<file path="src/rtl/mem_stream_reader_pkg.sv">
// mem_stream_reader_pkg: shared FSM encoding, buffer sizing and address-width helper
// for the mem stream reader and its output skid buffer.
package mem_stream_reader_pkg;

  // Burst controller states.
  typedef enum logic [1:0] {
    ST_IDLE  = 2'd0,
    ST_RUN   = 2'd1,
    ST_DRAIN = 2'd2,
    ST_DONE  = 2'd3
  } state_t;

  // Output buffer depth and the width of its occupancy count (0..BUF_DEPTH).
  localparam int unsigned BUF_DEPTH = 2;
  localparam int unsigned OCC_W     = $clog2(BUF_DEPTH + 1);

  // Address width for a mem of the given depth, matching the attached mem.
  function automatic int unsigned addr_width(input int unsigned depth);
    return (depth > 1) ? $clog2(depth) : 1;
  endfunction

endpackage

</file>
<file path="src/rtl/mem_stream_reader_if.sv">
// mem_stream_reader_if: mem read port plus output valid/ready stream.
//   master (reader): drives rdaddress, rden, out_data, out_valid, out_last; takes q, out_ready.
//   slave  (mem + consumer): the mirror image.
interface mem_stream_reader_if
  import mem_stream_reader_pkg::*;
#(
  parameter int unsigned WIDTH = 8,
  parameter int unsigned DEPTH = 64
);
  localparam int unsigned AW = addr_width(DEPTH);

  logic [AW-1:0]    rdaddress;
  logic             rden;
  logic [WIDTH-1:0] q;
  logic [WIDTH-1:0] out_data;
  logic             out_valid;
  logic             out_last;
  logic             out_ready;

  modport master (
    output rdaddress, rden, out_data, out_valid, out_last,
    input  q, out_ready
  );

  modport slave (
    input  rdaddress, rden, out_data, out_valid, out_last,
    output q, out_ready
  );
endinterface

</file>
<file path="src/rtl/mem_reader_skid.sv">
// mem_reader_skid: 2-entry registered FIFO holding data+last; the head entry drives the
// registered stream outputs directly.
//   push/push_data/push_last : write one entry (caller guarantees space)
//   ready                    : consumer ready; pop = out_valid & ready
//   out_data/out_valid/out_last : head of FIFO
//   occupancy                : entries held (0..2)
module mem_reader_skid
  import mem_stream_reader_pkg::*;
#(
  parameter int unsigned WIDTH = 8
) (
  input  logic             clock,
  input  logic             reset_n,
  input  logic             push,
  input  logic [WIDTH-1:0] push_data,
  input  logic             push_last,
  input  logic             ready,
  output logic [WIDTH-1:0] out_data,
  output logic             out_valid,
  output logic             out_last,
  output logic [OCC_W-1:0] occupancy
);

  logic             pop;
  logic [WIDTH-1:0] tail_data;
  logic             tail_last;

  assign pop = out_valid & ready;

  // Head/tail update; the tail only ever feeds the head, so order is preserved.
  always_ff @(posedge clock or negedge reset_n) begin
    if (!reset_n) begin
      out_data  <= '0;
      out_valid <= 1'b0;
      out_last  <= 1'b0;
      tail_data <= '0;
      tail_last <= 1'b0;
      occupancy <= '0;
    end else begin
      case ({push, pop})
        2'b10: begin
          if (occupancy == OCC_W'(0)) begin
            out_data  <= push_data;
            out_last  <= push_last;
            out_valid <= 1'b1;
          end else begin
            tail_data <= push_data;
            tail_last <= push_last;
          end
          occupancy <= occupancy + OCC_W'(1);
        end
        2'b01: begin
          if (occupancy == OCC_W'(2)) begin
            out_data <= tail_data;
            out_last <= tail_last;
          end else begin
            out_valid <= 1'b0;
            out_last  <= 1'b0;
          end
          occupancy <= occupancy - OCC_W'(1);
        end
        2'b11: begin
          if (occupancy == OCC_W'(2)) begin
            out_data  <= tail_data;
            out_last  <= tail_last;
            tail_data <= push_data;
            tail_last <= push_last;
          end else begin
            out_data <= push_data;
            out_last <= push_last;
          end
        end
        default: ;
      endcase
    end
  end

endmodule

</file>
<file path="src/rtl/mem_stream_reader.sv">
// mem_stream_reader: drains a burst from a single-ported mem (1-cycle registered read)
// into a valid/ready stream without dropping words under backpressure.
//   clock, reset_n        : clock, async active-low reset
//   start/base_addr/count : burst request, sampled when idle
//   stride                : address increment, present only with MEM_READER_STRIDE_EN
//                           (otherwise the increment is 1)
//   busy, done            : burst in progress / one-cycle end-of-burst pulse
//   bus (master)          : rdaddress/rden/q to mem, out_data/out_valid/out_last/out_ready stream
module mem_stream_reader
  import mem_stream_reader_pkg::*;
#(
  parameter  int unsigned WIDTH = 8,
  parameter  int unsigned DEPTH = 64,
  localparam int unsigned AW    = addr_width(DEPTH)
) (
  input  logic          clock,
  input  logic          reset_n,
  input  logic          start,
  input  logic [AW-1:0] base_addr,
  input  logic [AW:0]   count,
`ifdef MEM_READER_STRIDE_EN
  input  logic [AW-1:0] stride,
`endif
  output logic          busy,
  output logic          done,
  mem_stream_reader_if.master bus
);

  localparam int unsigned SW = AW + 1;
  localparam int unsigned CW = OCC_W + 1;

  state_t           state, state_next;
  logic [AW-1:0]    step;
  logic [SW-1:0]    remaining;
  logic             in_flight;
  logic             in_flight_last;
  logic [OCC_W-1:0] occupancy;
  logic             pop;
  logic             credit_ok;
  logic             issue_c;
  logic [SW-1:0]    addr_sum;
  logic [AW-1:0]    addr_next;

  assign pop = bus.out_valid & bus.out_ready;

  // Buffered plus in-flight words may not exceed the buffer; a pop this cycle frees a slot.
  assign credit_ok = ((CW'(occupancy) + CW'(in_flight)) < CW'(BUF_DEPTH)) || pop;

  // Next address wraps modulo DEPTH, which need not be a power of two.
  assign addr_sum  = {1'b0, bus.rdaddress} + {1'b0, step};
  assign addr_next = (addr_sum >= SW'(DEPTH)) ? AW'(addr_sum - SW'(DEPTH)) : AW'(addr_sum);

  // Read strobe is issued in the same cycle the credit is available.
  assign bus.rden = issue_c;

  // FSM state register.
  always_ff @(posedge clock or negedge reset_n) begin
    if (!reset_n) state <= ST_IDLE;
    else          state <= state_next;
  end

  // FSM next state and read issue.
  always_comb begin
    state_next = state;
    issue_c    = 1'b0;
    case (state)
      ST_IDLE:  if (start) state_next = (count == '0) ? ST_DONE : ST_RUN;
      ST_RUN: begin
        if (credit_ok) begin
          issue_c = 1'b1;
          if (remaining == SW'(1)) state_next = ST_DRAIN;
        end
      end
      ST_DRAIN: if (pop && bus.out_last) state_next = ST_DONE;
      ST_DONE:  state_next = ST_IDLE;
      default:  state_next = ST_IDLE;
    endcase
  end

  // Address/remaining counters, in-flight tracking and status flags.
  always_ff @(posedge clock or negedge reset_n) begin
    if (!reset_n) begin
      bus.rdaddress  <= '0;
      remaining      <= '0;
      in_flight      <= 1'b0;
      in_flight_last <= 1'b0;
      busy           <= 1'b0;
      done           <= 1'b0;
    end else begin
      busy           <= (state_next != ST_IDLE);
      done           <= (state_next == ST_DONE);
      in_flight      <= issue_c;
      in_flight_last <= issue_c && (remaining == SW'(1));
      if (state == ST_IDLE && start) begin
        bus.rdaddress <= base_addr;
        remaining     <= count;
      end else if (issue_c) begin
        bus.rdaddress <= addr_next;
        remaining     <= remaining - SW'(1);
      end
    end
  end

`ifdef MEM_READER_STRIDE_EN
  // Stride is captured with the burst request.
  always_ff @(posedge clock or negedge reset_n) begin
    if (!reset_n)                  step <= '0;
    else if (state == ST_IDLE && start) step <= stride;
  end
`else
  assign step = AW'(1);
`endif

  // q is valid the cycle after rden, which is exactly when in_flight is set.
  mem_reader_skid #(.WIDTH(WIDTH)) u_skid (
    .clock     (clock),
    .reset_n   (reset_n),
    .push      (in_flight),
    .push_data (bus.q),
    .push_last (in_flight_last),
    .ready     (bus.out_ready),
    .out_data  (bus.out_data),
    .out_valid (bus.out_valid),
    .out_last  (bus.out_last),
    .occupancy (occupancy)
  );

endmodule

</file>
<file path="src/flat_wrapper.sv">
// flat-port wrapper written by rule: the top's interface ports become plain ports
module mem_stream_reader_flat import mem_stream_reader_pkg::*;
#(
  parameter  int unsigned WIDTH = 8,
  parameter  int unsigned DEPTH = 64,
  localparam int unsigned AW    = addr_width(DEPTH)
)
  (clock, reset_n, start, base_addr, count, busy, done, bus_rdaddress, bus_rden, bus_out_data, bus_out_valid, bus_out_last, bus_q, bus_out_ready);
  mem_stream_reader_if #(.WIDTH(WIDTH), .DEPTH(DEPTH)) bus_i ();
  input  logic clock;
  input  logic reset_n;
  input  logic start;
  input  logic [AW-1:0] base_addr;
  input  logic [AW:0] count;
  output logic busy;
  output logic done;
  output wire logic [$bits(bus_i.rdaddress)-1:0] bus_rdaddress;
  output wire logic [$bits(bus_i.rden)-1:0] bus_rden;
  output wire logic [$bits(bus_i.out_data)-1:0] bus_out_data;
  output wire logic [$bits(bus_i.out_valid)-1:0] bus_out_valid;
  output wire logic [$bits(bus_i.out_last)-1:0] bus_out_last;
  input wire logic [$bits(bus_i.q)-1:0] bus_q;
  input wire logic [$bits(bus_i.out_ready)-1:0] bus_out_ready;
  assign bus_rdaddress = bus_i.rdaddress;
  assign bus_rden = bus_i.rden;
  assign bus_out_data = bus_i.out_data;
  assign bus_out_valid = bus_i.out_valid;
  assign bus_out_last = bus_i.out_last;
  assign bus_i.q = bus_q;
  assign bus_i.out_ready = bus_out_ready;
  mem_stream_reader #(.WIDTH(WIDTH), .DEPTH(DEPTH)) u_core (.clock(clock), .reset_n(reset_n), .start(start), .base_addr(base_addr), .count(count), .busy(busy), .done(done), .bus(bus_i));
endmodule
</file>
<file path="config.mk">
export PLATFORM = sky130hd
export DESIGN_NAME = mem_stream_reader_flat
export DESIGN_NICKNAME = d
export VERILOG_FILES = /design/src/rtl/mem_stream_reader_pkg.sv /design/src/rtl/mem_stream_reader_if.sv /design/src/rtl/mem_reader_skid.sv /design/src/rtl/mem_stream_reader.sv /design/src/flat_wrapper.sv
export SDC_FILE = /design/constraint.sdc
export NUM_CORES = 1
export LEC_CHECK = 0
export CAP_MARGIN = 20
export CORE_MARGIN = 10
export CORE_UTILIZATION = 50
export CTS_BUF_LIST = sky130_fd_sc_hd__clkbuf_16
export CTS_CLUSTER_SIZE = 14
export DETAILED_ROUTE_END_ITERATION = 8
export GPL_ROUTABILITY_DRIVEN = 0
export PLACE_DENSITY_LB_ADDON = 0.1
export SKIP_CTS_REPAIR_TIMING = 1
export SYNTH_ARGS = -nofsm -noshare
export SYNTH_HDL_FRONTEND = slang
export SYNTH_SLANG_ARGS = --single-unit
</file>
<file path="constraint.sdc">
create_clock -name clock -period 2.8 [get_ports clock]
set_clock_uncertainty 0.05 [all_clocks]
set_input_delay 0.56 -clock clock [delete_from_list [all_inputs] [get_ports clock]]
set_output_delay 0.56 -clock clock [all_outputs]
set_load 0.05 [all_outputs]
</file>
==> results of run 1 <==
[logic make-up after synthesis]
family | synth area share [%]
adder cells (fa/ha/maj) | 4.17
AO/OA/AOI/OAI | 19.4
multiplexers | 10.6
AND/OR/NAND/NOR | 13.4
flip-flops | 47.7
XOR/XNOR | 1.25
buffers and inverters | 3.52
[report_power, final]
group	internal, mW	switching, mW
Combinational	0.0686	0.0780
Sequential	0.593	0.0157
Clock	0.414	0.209
Total	1.08	0.302
[cell type report]
type / instances / area [sq um]
timing repair buffer: 46 / 458
sequential: 40 / 1000
fill: 320 / 1290
multi-input combinational: 135 / 1020
inverter: 8 / 30.0
clock inverter: 3 / 37.5
clock buffer: 5 / 125
tap: 50 / 62.6
[cells in the mapped netlist, types with 2 or more instances]
library cell and count:
dfrtp_1 40, mux2_1 13, nor2_1 12, nand2_1 11
nand3_1 10, a21oi_1 9, a22o_1 8, ha_1 7
inv_1 6, a221o_1 5, mux2_2 5, clkbuf_1 4
o211ai_1 4, and2_1 3, nor3_1 3, nor4_1 3
o21ai_0 3, o311ai_1 3, a21o_1 2, a22oi_1 2
buf_2 2, inv_2 2, mux2i_1 2, nand2b_1 2
nor3b_1 2, o22ai_1 2, or3_1 2, xnor2_1 2
[worst max-delay path, stage by stage]
cell and delay (ps):
clkdlybuf4s50_1 460, and2_1 190, inv_2 80, ha_1 260, o21a_1 150, a2bb2oi_1 140, nor2_2 340, mux2_2 380
[metrics by stage]
step	utilization (%)	power (mW)	setup slack, ps	instances	cell area, sq um
after floorplan	-	0.686	454	191	2100
after global placement	63.9	0.762	148	279	2580
after detailed placement	63.9	0.767	56.9	279	2580
after CTS	68.0	1.40	332	287	2740
after global routing	68.0	1.44	222	287	2740
final	68.0	1.38	335	287	2740
[sequential cells by signal (all words and copies together) (netlist names)]
name	flops
u_core.u_skid.out_last	1
u_core.u_skid.out_data	8
u_core.u_skid.tail_last	1
u_core.remaining	7
u_core.in_flight_last	1
u_core.bus.rdaddress	6
u_core.in_flight	1
u_core.busy	1
u_core.u_skid.occupancy	2
u_core.done	1
u_core.state	2
u_core.u_skid.tail_data	8
u_core.u_skid.out_valid	1
[per-layer routing]
metal,GRT usage [%],routed length (um)
met5,0,0
met1,16.1,2210
met4,2.99,14
met2,24.2,2460
met3,5.41,290
[how the worst max path moves through the flow]
stage,startpoint,end,slack [ps],depth (start not counted)
5_1_grt,bus_out_ready,u_core.u_skid.out_data[3],220,6
4_1_cts,bus_out_ready,u_core.u_skid.out_data[5],330,8
2_1_floorplan,u_core.u_skid.out_valid,u_core.u_skid.tail_data[0],450,7
3_3_place_gp,bus_out_ready,u_core.u_skid.tail_data[0],150,6
6_report,bus_out_ready,u_core.u_skid.out_data[5],340,8
3_5_place_dp,bus_out_ready,u_core.u_skid.out_data[0],60,8
==> results_dict.tcl, run 1 <==
set metrics [dict create \
    antenna_found_initial 0 \
    holdWs_ps 352 \
    wl_per_cell_um 17.3 \
    drive_gt1_share_pct 10.1 \
    final_common_cell "clkdlybuf4s50_1" \
    status "completed" \
    reg2reg_from "u_core.u_skid.out_valid" \
    synth_area_leaders "dfrtp_1 (48%), mux2_1 (7.0%), ha_1 (4.2%)" \
    ant_nets 0 \
    clkTransAtPathRegs_ps 60 \
    grt_pass1_vias 1801 \
    critical_path_class "input port to flip-flop" \
    drv_slew 0 \
    synthFlopType "dfrtp_1" \
    fin_crit_ps 2460 \
    core-area_sq_um 4030 \
    cp-end-kind "flip-flop" \
    syn_nets 223 \
    grt_pass1_wl_um 8460 \
    vias 1661 \
    arrival_ps 2570 \
    seq_area_frac_synth_pct 47.7 \
    rsz0062_at_grt "no" \
    reg2reg_to "u_core.u_skid.out_data[5]" \
    grt_max_degree 41 \
    cts_max_level 2 \
    crit_fanout 8 \
    track_usage_pct 14.0 \
    powerDensity_nw_per_um2 503 \
    cts_buffer_depth 2 \
    hpwlAfterDp_um 3720 \
    finalHoldViolCount 0 \
    yosys_register_bits 40 \
    drt_pre_antenna_iters 4 \
    ff2ff_setup_slack_ps 650 \
    cts_made_buffers 5 \
    hp-class "input port to async pin" \
    synth_edf_count 0 \
    area_growth_pct 30.5 \
    synth_top_area_cell "dfrtp_1" \
    ir_drop_mv 0.285 \
    max-cap-violations 0 \
    drtIter0Drc 74 \
    cts_tree "built" \
    ys_warn_count 0 \
    diodes 0 \
    worstMarginPinSlew_ps 880 \
    overflow 0 \
    avgViaCountPerCell 5.79 \
    post-route-period-util_pct 88.0 \
    reg2regPathDepth 6 \
    leakagePower_nw 1.21 \
    syn_area_per_cell_sq_um 11.0 \
    drc 0 \
    syn_inst 191 \
    die_y_um 84.8 \
    ios 44 \
    dieArea_sq_um 7190 \
    async_flop_share_pct 100 \
    routed_wl_um 4970 \
    cts.sinks 40 \
    root_buffer "clkbuf_16" \
    cp-start-kind "input port" \
    slew_headroom_pct 41.3 \
    die_x_um 84.8 \
    final_cell_mix "clkdlybuf4s50_1 (41), dfrtp_1 (40), mux2_1 (13)" \
    yosysTopAreaCellShare_pct 47.7 \
    finalSetupViolCount 0 \
    synth_area_sq_um 2100 \
    cp.required_ps 2910 \
    io_buffers 43 \
    fin_nets 268 \
    max_freq_mhz 406 \
    finalSetupTns_ps 0 \
    insertion_delay_ps 270 \
    rows 23 \
    synth_cell_types 50 \
    start_util_pct 52.1 \
]
Power figures use the tool's default switching activity.
==> run 2, diff against run 1 <==
- SETUP_SLACK_MARGIN: not set -> 0.1
==> results of run 2 <==
Final layout, timing and power as in run 1 (identical DEF).
==> run 3, diff against run 2 <==
- ABC_AREA: not set -> 0
==> results of run 3 <==
Final layout, timing and power as in run 1 (identical DEF).
